### src/rtl/pipe_pkg.sv
// Shared types for the destination-tag pipeline: tag width, tag type and
// the "no write" tag value.
package pipe_pkg;

  localparam int REG_W = 3;

  typedef logic [REG_W-1:0] dest_t;

  localparam dest_t DEST_NONE = '0;

endpackage : pipe_pkg

### src/rtl/hazard_dest_pipe_if.sv
// Bus between the hazard unit (master) and the destination-tag pipe (slave).
// The master drives stall/flush and the ID-stage instruction; the slave
// returns the per-stage destination tags and the stall statistics.
interface hazard_dest_pipe_if #(
  parameter int CNT_W = 16
) ();

  logic                pipeline_stall_n;
  logic                flush;
  logic                id_valid;
  logic                id_writes_reg;
  pipe_pkg::dest_t     id_op_dest;
  pipe_pkg::dest_t     ex_op_dest;
  pipe_pkg::dest_t     mem_op_dest;
  pipe_pkg::dest_t     wb_op_dest;
  logic [CNT_W-1:0]    stall_total;
  logic                stall_timeout;

  modport master (
    output pipeline_stall_n, flush, id_valid, id_writes_reg, id_op_dest,
    input  ex_op_dest, mem_op_dest, wb_op_dest, stall_total, stall_timeout
  );

  modport slave (
    input  pipeline_stall_n, flush, id_valid, id_writes_reg, id_op_dest,
    output ex_op_dest, mem_op_dest, wb_op_dest, stall_total, stall_timeout
  );

endinterface : hazard_dest_pipe_if

### src/rtl/sat_counter.sv
// Saturating up-counter with synchronous active-low reset and a synchronous
// clear. Clear has priority over increment; the count sticks at all-ones.
module sat_counter #(
  parameter int W = 4
) (
  input  logic         clk,
  input  logic         rst_n,
  input  logic         inc,
  input  logic         clr,
  output logic [W-1:0] q
);

  localparam logic [W-1:0] CNT_MAX = '1;

  logic [W-1:0] r_q;

  // Count register: reset, clear, saturating increment, otherwise hold.
  always_ff @(posedge clk) begin
    if (!rst_n) begin
      r_q <= '0;
    end else if (clr) begin
      r_q <= '0;
    end else if (inc && (r_q != CNT_MAX)) begin
      r_q <= r_q + W'(1);
    end else begin
      r_q <= r_q;
    end
  end

  assign q = r_q;

endmodule : sat_counter

### src/rtl/hazard_dest_pipe.sv
// Destination-tag pipe for the EX/MEM/WB stages. Tags move down every cycle
// (downstream never stalls); a stall or flush loads a bubble into EX. Stall
// cycles are counted, and an over-long stall run raises a sticky timeout
// that points at a deadlocked hazard unit. All outputs come from flops, so
// the hazard unit can close its loop through this block without a
// combinational cycle.
module hazard_dest_pipe
  import pipe_pkg::*;
#(
  parameter int MAX_STALL = 4,
  parameter int CNT_W     = 16
) (
  input  logic              clk,
  input  logic              rst_n,
  hazard_dest_pipe_if.slave bus
);

  localparam int             RUN_W     = $clog2(MAX_STALL + 2);
  localparam logic [RUN_W-1:0] RUN_LIMIT = RUN_W'(MAX_STALL);

  dest_t            r_ex_dest;
  dest_t            r_mem_dest;
  dest_t            r_wb_dest;
  logic             r_timeout;

  logic             w_stall;
  logic             w_load;
  dest_t            w_ex_next;
  logic [RUN_W-1:0] w_run;
  logic [CNT_W-1:0] w_total;
  logic             w_run_at_limit;

  // EX-load mux: only a live, register-writing, unstalled, unflushed
  // instruction enters EX; everything else becomes a bubble.
  always_comb begin
    w_stall        = ~bus.pipeline_stall_n;
    w_load         = bus.pipeline_stall_n & ~bus.flush & bus.id_valid & bus.id_writes_reg;
    w_run_at_limit = (w_run >= RUN_LIMIT);
    if (w_load) begin
      w_ex_next = bus.id_op_dest;
    end else begin
      w_ex_next = DEST_NONE;
    end
  end

  // Stage registers: EX takes the mux output, MEM and WB shift unconditionally.
  always_ff @(posedge clk) begin
    if (!rst_n) begin
      r_ex_dest  <= DEST_NONE;
      r_mem_dest <= DEST_NONE;
      r_wb_dest  <= DEST_NONE;
    end else begin
      r_ex_dest  <= w_ex_next;
      r_mem_dest <= r_ex_dest;
      r_wb_dest  <= r_mem_dest;
    end
  end

  // Length of the current run of consecutive stall cycles.
  sat_counter #(.W(RUN_W)) u_run_cnt (
    .clk   (clk),
    .rst_n (rst_n),
    .inc   (w_stall),
    .clr   (~w_stall),
    .q     (w_run)
  );

  // Total stalled cycles since reset, saturating.
  sat_counter #(.W(CNT_W)) u_total_cnt (
    .clk   (clk),
    .rst_n (rst_n),
    .inc   (w_stall),
    .clr   (1'b0),
    .q     (w_total)
  );

  // Sticky timeout: this stall cycle would make the run exceed MAX_STALL.
  always_ff @(posedge clk) begin
    if (!rst_n) begin
      r_timeout <= 1'b0;
    end else if (w_stall && w_run_at_limit) begin
      r_timeout <= 1'b1;
    end else begin
      r_timeout <= r_timeout;
    end
  end

  assign bus.ex_op_dest    = r_ex_dest;
  assign bus.mem_op_dest   = r_mem_dest;
  assign bus.wb_op_dest    = r_wb_dest;
  assign bus.stall_total   = w_total;
  assign bus.stall_timeout = r_timeout;

endmodule : hazard_dest_pipe
### src/flat_wrapper.sv
// flat-port wrapper written by rule: the top's interface ports become plain ports
module hazard_dest_pipe_flat import pipe_pkg::*;
#(
  parameter int MAX_STALL = 4,
  parameter int CNT_W     = 16
)
  (clk, rst_n, bus_pipeline_stall_n, bus_flush, bus_id_valid, bus_id_writes_reg, bus_id_op_dest, bus_ex_op_dest, bus_mem_op_dest, bus_wb_op_dest, bus_stall_total, bus_stall_timeout);
  hazard_dest_pipe_if #(.CNT_W(CNT_W)) bus_i ();
  input  logic clk;
  input  logic rst_n;
  input wire logic [$bits(bus_i.pipeline_stall_n)-1:0] bus_pipeline_stall_n;
  input wire logic [$bits(bus_i.flush)-1:0] bus_flush;
  input wire logic [$bits(bus_i.id_valid)-1:0] bus_id_valid;
  input wire logic [$bits(bus_i.id_writes_reg)-1:0] bus_id_writes_reg;
  input wire logic [$bits(bus_i.id_op_dest)-1:0] bus_id_op_dest;
  output wire logic [$bits(bus_i.ex_op_dest)-1:0] bus_ex_op_dest;
  output wire logic [$bits(bus_i.mem_op_dest)-1:0] bus_mem_op_dest;
  output wire logic [$bits(bus_i.wb_op_dest)-1:0] bus_wb_op_dest;
  output wire logic [$bits(bus_i.stall_total)-1:0] bus_stall_total;
  output wire logic [$bits(bus_i.stall_timeout)-1:0] bus_stall_timeout;
  assign bus_i.pipeline_stall_n = bus_pipeline_stall_n;
  assign bus_i.flush = bus_flush;
  assign bus_i.id_valid = bus_id_valid;
  assign bus_i.id_writes_reg = bus_id_writes_reg;
  assign bus_i.id_op_dest = bus_id_op_dest;
  assign bus_ex_op_dest = bus_i.ex_op_dest;
  assign bus_mem_op_dest = bus_i.mem_op_dest;
  assign bus_wb_op_dest = bus_i.wb_op_dest;
  assign bus_stall_total = bus_i.stall_total;
  assign bus_stall_timeout = bus_i.stall_timeout;
  hazard_dest_pipe #(.MAX_STALL(MAX_STALL), .CNT_W(CNT_W)) u_core (.clk(clk), .rst_n(rst_n), .bus(bus_i));
endmodule
### config.mk
export PLATFORM = sky130hd
export DESIGN_NAME = hazard_dest_pipe_flat
export DESIGN_NICKNAME = d
export VERILOG_FILES = /design/src/rtl/pipe_pkg.sv /design/src/rtl/hazard_dest_pipe_if.sv /design/src/rtl/sat_counter.sv /design/src/rtl/hazard_dest_pipe.sv /design/src/flat_wrapper.sv
export SDC_FILE = /design/constraint.sdc
export NUM_CORES = 1
export LEC_CHECK = 0
export ABC_AREA = 1
export BUFFER_PORTS_ARGS = -buffer_cell sky130_fd_sc_hd__buf_2
export CAP_MARGIN = 20
export CORE_UTILIZATION = 25
export DETAILED_ROUTE_END_ITERATION = 10
export PLACE_DENSITY = 0.55
export SLEW_MARGIN = 20
export SYNTH_ARGS = -nofsm -noshare
export SYNTH_HDL_FRONTEND = slang
export SYNTH_SLANG_ARGS = --single-unit
### constraint.sdc
create_clock -name clk -period 4.3 [get_ports clk]
set_clock_uncertainty 0.05 [all_clocks]
set_input_delay 0.43 -clock clk [delete_from_list [all_inputs] [get_ports clk]]
set_output_delay 0.43 -clock clk [all_outputs]
set_load 0.005 [all_outputs]
==> flow_metrics.py <==
metrics = {
    "timing": {
        "drv_slew": 0,
        "worst_pin_slew_ps": 430.2,
        "grt_setup_unrepaired": "false",
        "period_minus_slack_ps": 1654,
        "relSlewSlack_pct": 71.32,
        "hold_viol_final": 0,
        "setup_viol": 0,
        "fin_tns_setup_ps": 0,
        "period_share_pct": 38.47,
        "max_freq_mhz": 604.5,
    },
    "logic_synthesis": {
        "synth_top_area_share_pct": 41.76,
        "synth_top_area_cell": "dfxtp_1",
        "synth.avg_cell_area_sq_um": 6.985,
        "synth_fp_nets": 211,
        "synth_seq_cells": 29,
        "yosys_warnings": 0,
        "yosys-top-cells-area": "dfxtp_1, nor2_1, nand2_1, nand3_1, inv_1",
        "ys_types": 18,
        "synthCells": 199,
        "synth.cell_area_sq_um": 1390,
        "ys_seq_area_share_pct": 41.76,
    },
    "power_and_ir_drop": {
        "swShare_pct": 19.88,
        "p_clk_share_pct": 53.2,
        "comb_power_share_pct": 3.8,
        "p_per_area_nw_per_um2": 368.6,
        "internal_power_uw": 511.4,
        "power.total_uw": 638.2,
        "p_leak_nw": 0.8552,
        "max-vdd-ir-drop_mv": 0.1248,
        "p_switching_uw": 126.9,
        "p_seq_share_pct": 43.0,
    },
    "setup_path": {
        "crit_type": "flop to flop",
        "cp.required_ps": 4430,
        "startpoint_type": "flop",
        "end_kind": "flop",
        "crit_path_start": "u_core.u_total_cnt.q[0]",
        "cp_max_fo": 26,
        "cp.arrival_ps": 1780,
        "reg2reg_from": "u_core.u_total_cnt.q[0]",
    },
    "routing": {
        "post-route-drc-count": 0,
        "ant_nets": 0,
        "drt_iter0_drc": 59,
        "wl_um": 3040,
        "avgRoutedWirePerCell_um": 9.935,
        "via_count": 1281,
        "first_pass_iters": 4,
        "vias_per_cell": 4.186,
    },
    "cts": {
        "clk_pin_slew_worst_paths_ps": 70,
        "cts_tree": "yes",
        "post_cts_resized": 0,
        "clock-sinks": 29,
        "ctsHtreeMaxLevel": 2,
        "tritoncts.num_buffers": 5,
        "postCtsSetupBuffers": 0,
        "clock_latency_ps": 280,
        "clockRootBuffer": "clkbuf_8",
        "postCtsHoldBufs": 0,
        "clk_path_buf_depth": 2,
    },
    "hold_path": {
        "hold_start": "bus_id_op_dest[1]",
        "hold_path_class": "input port to flop",
    },
    "die": {
        "io_pins": 35,
        "core_sq_um": 5238,
        "die_area_sq_um": 5862,
        "initial_core_util_pct": 26.54,
        "dieWidth_um": 76.57,
        "fp.dieH_um": 76.57,
        "rows": 26,
    },
    "placement": {
        "gp_congestion": 0.7965,
        "port_buffers": 34,
        "dp_hpwl_um": 2174,
    },
    "global_route": {
        "grtUsageTotal_pct": 11.52,
        "first_global_vias": 1126,
        "grt_max_degree": 27,
        "antenna_found_initial": 0,
        "grt_overflow_total": 0,
        "grt_first_pass_wirelength_um": 5333,
    },
    "finish": {
        "drive_above_1_share_pct": 20.76,
        "n_fill_cell": 586,
        "nNetsFinal": 247,
        "syn_to_final_growth_pct": 24.57,
        "diodes": 0,
    },
    "status": {
        "status": "complete, no violations",
    },
    "flow_run": {
        "drv_cap": 0,
    },
}
## cells in the mapped netlist
master and instances:
nor4_1 1, nor2_1 44, o21ai_0 4, a21oi_1 13, nand3b_1 1, a21oi_2 2, ha_1 3, nor2_2 1
nand2_1 40, nand4_1 1, buf_6 4, nand3_1 21, nor2_4 3, inv_1 26, nand4_4 1, buf_2 1
dfxtp_1 29, nor3_1 4
## sequential cells by signal (all words and copies together) (netlist names)
register and cells:
u_core.bus.ex_op_dest 3, u_core.bus.wb_op_dest 3, u_core.bus.mem_op_dest 3, u_core.bus.stall_timeout 1, u_core.u_run_cnt.q 3, u_core.u_total_cnt.q 16
## layout make-up
cell class,count,area [sq um],share of cell area (%)
inverter,26,97.59,5.636
clock inverter,3,65.06,3.757
timing repair buffer,34,170.2,9.827
clock buffer,5,68.82,3.974
sequential,29,580.6,33.53
tap,70,87.58,5.058
multi-input combinational,139,661.9,38.22
## critical path: stages, from the launching register on
cell and delay, ps:
dfxtp_1 390, ha_1 180, inv_1 70, nor2_2 170, nand4_4 360, a21oi_1 270
nor2_1 60
## power by group through the flow
stage	combinational, mW	sequential [mW]	clock, mW
3_5_place_dp	0.0246	0.281	0
3_3_place_gp	0.0245	0.280	0
5_1_grt	0.0286	0.275	0.363
2_1_floorplan	0.0166	0.280	0
6_report	0.0243	0.275	0.339
4_1_cts	0.0248	0.274	0.351
## layer usage
metal / global-route usage, % / share of wire (%)
met1: 14.57 / 49
met2: 16.85 / 43
met3: 4.551 / 5.9
met4: 5.769 / 2.1
met5: 0 / 0
## metrics by stage
step / cell area, sq um / setup slack [ps] / hold WS [ps] / util, % / cells
CTS: 1732 / 2641 / 294.9 / 33.06 / 306
floorplan: 1390 / 2858 / 378.3 / - / 199
global placement: 1598 / 2708 / 369.1 / 30.51 / 298
finish: 1732 / 2646 / 310.1 / 33.06 / 306
detailed placement: 1598 / 2652 / 375.0 / 30.51 / 298
global route: 1732 / 2422 / 307.7 / 33.06 / 306
## kinds of logic (layout without fill, tap and decap cells)
logic type      after synthesis  after routing  synth area share, %
simple gates                117            117                37.53
buf+inv                      31             68                10.62
flops                        29             29                41.76
compound gates               19             19                7.381
fa+ha+maj                     3              3                2.701
## worst paths after layout
path	end	slack [ps]	cells after the start
min reg2reg	u_core.bus.wb_op_dest[0]	380	2
max reg2reg	u_core.u_total_cnt.q[14]	2650	6
min	u_core.bus.ex_op_dest[1]	310	3
max	u_core.u_total_cnt.q[14]	2650	6
## cell usage in the layout (no fill, tap or decap), types with 2 or more instances in the layout
| cell | instances |
|---|---|
| a21oi_1 | 13 |
| a21oi_2 | 2 |
| buf_2 | 34 |
| bufinv_16 | 2 |
| clkbuf_8 | 5 |
| dfxtp_1 | 29 |
| ha_1 | 3 |
| inv_1 | 26 |
| nand2_1 | 40 |
| nand3_1 | 21 |
| nor2_1 | 44 |
| nor2_4 | 3 |
| nor3_1 | 4 |
| o21ai_0 | 4 |
(Power assumes the default switching activity.)
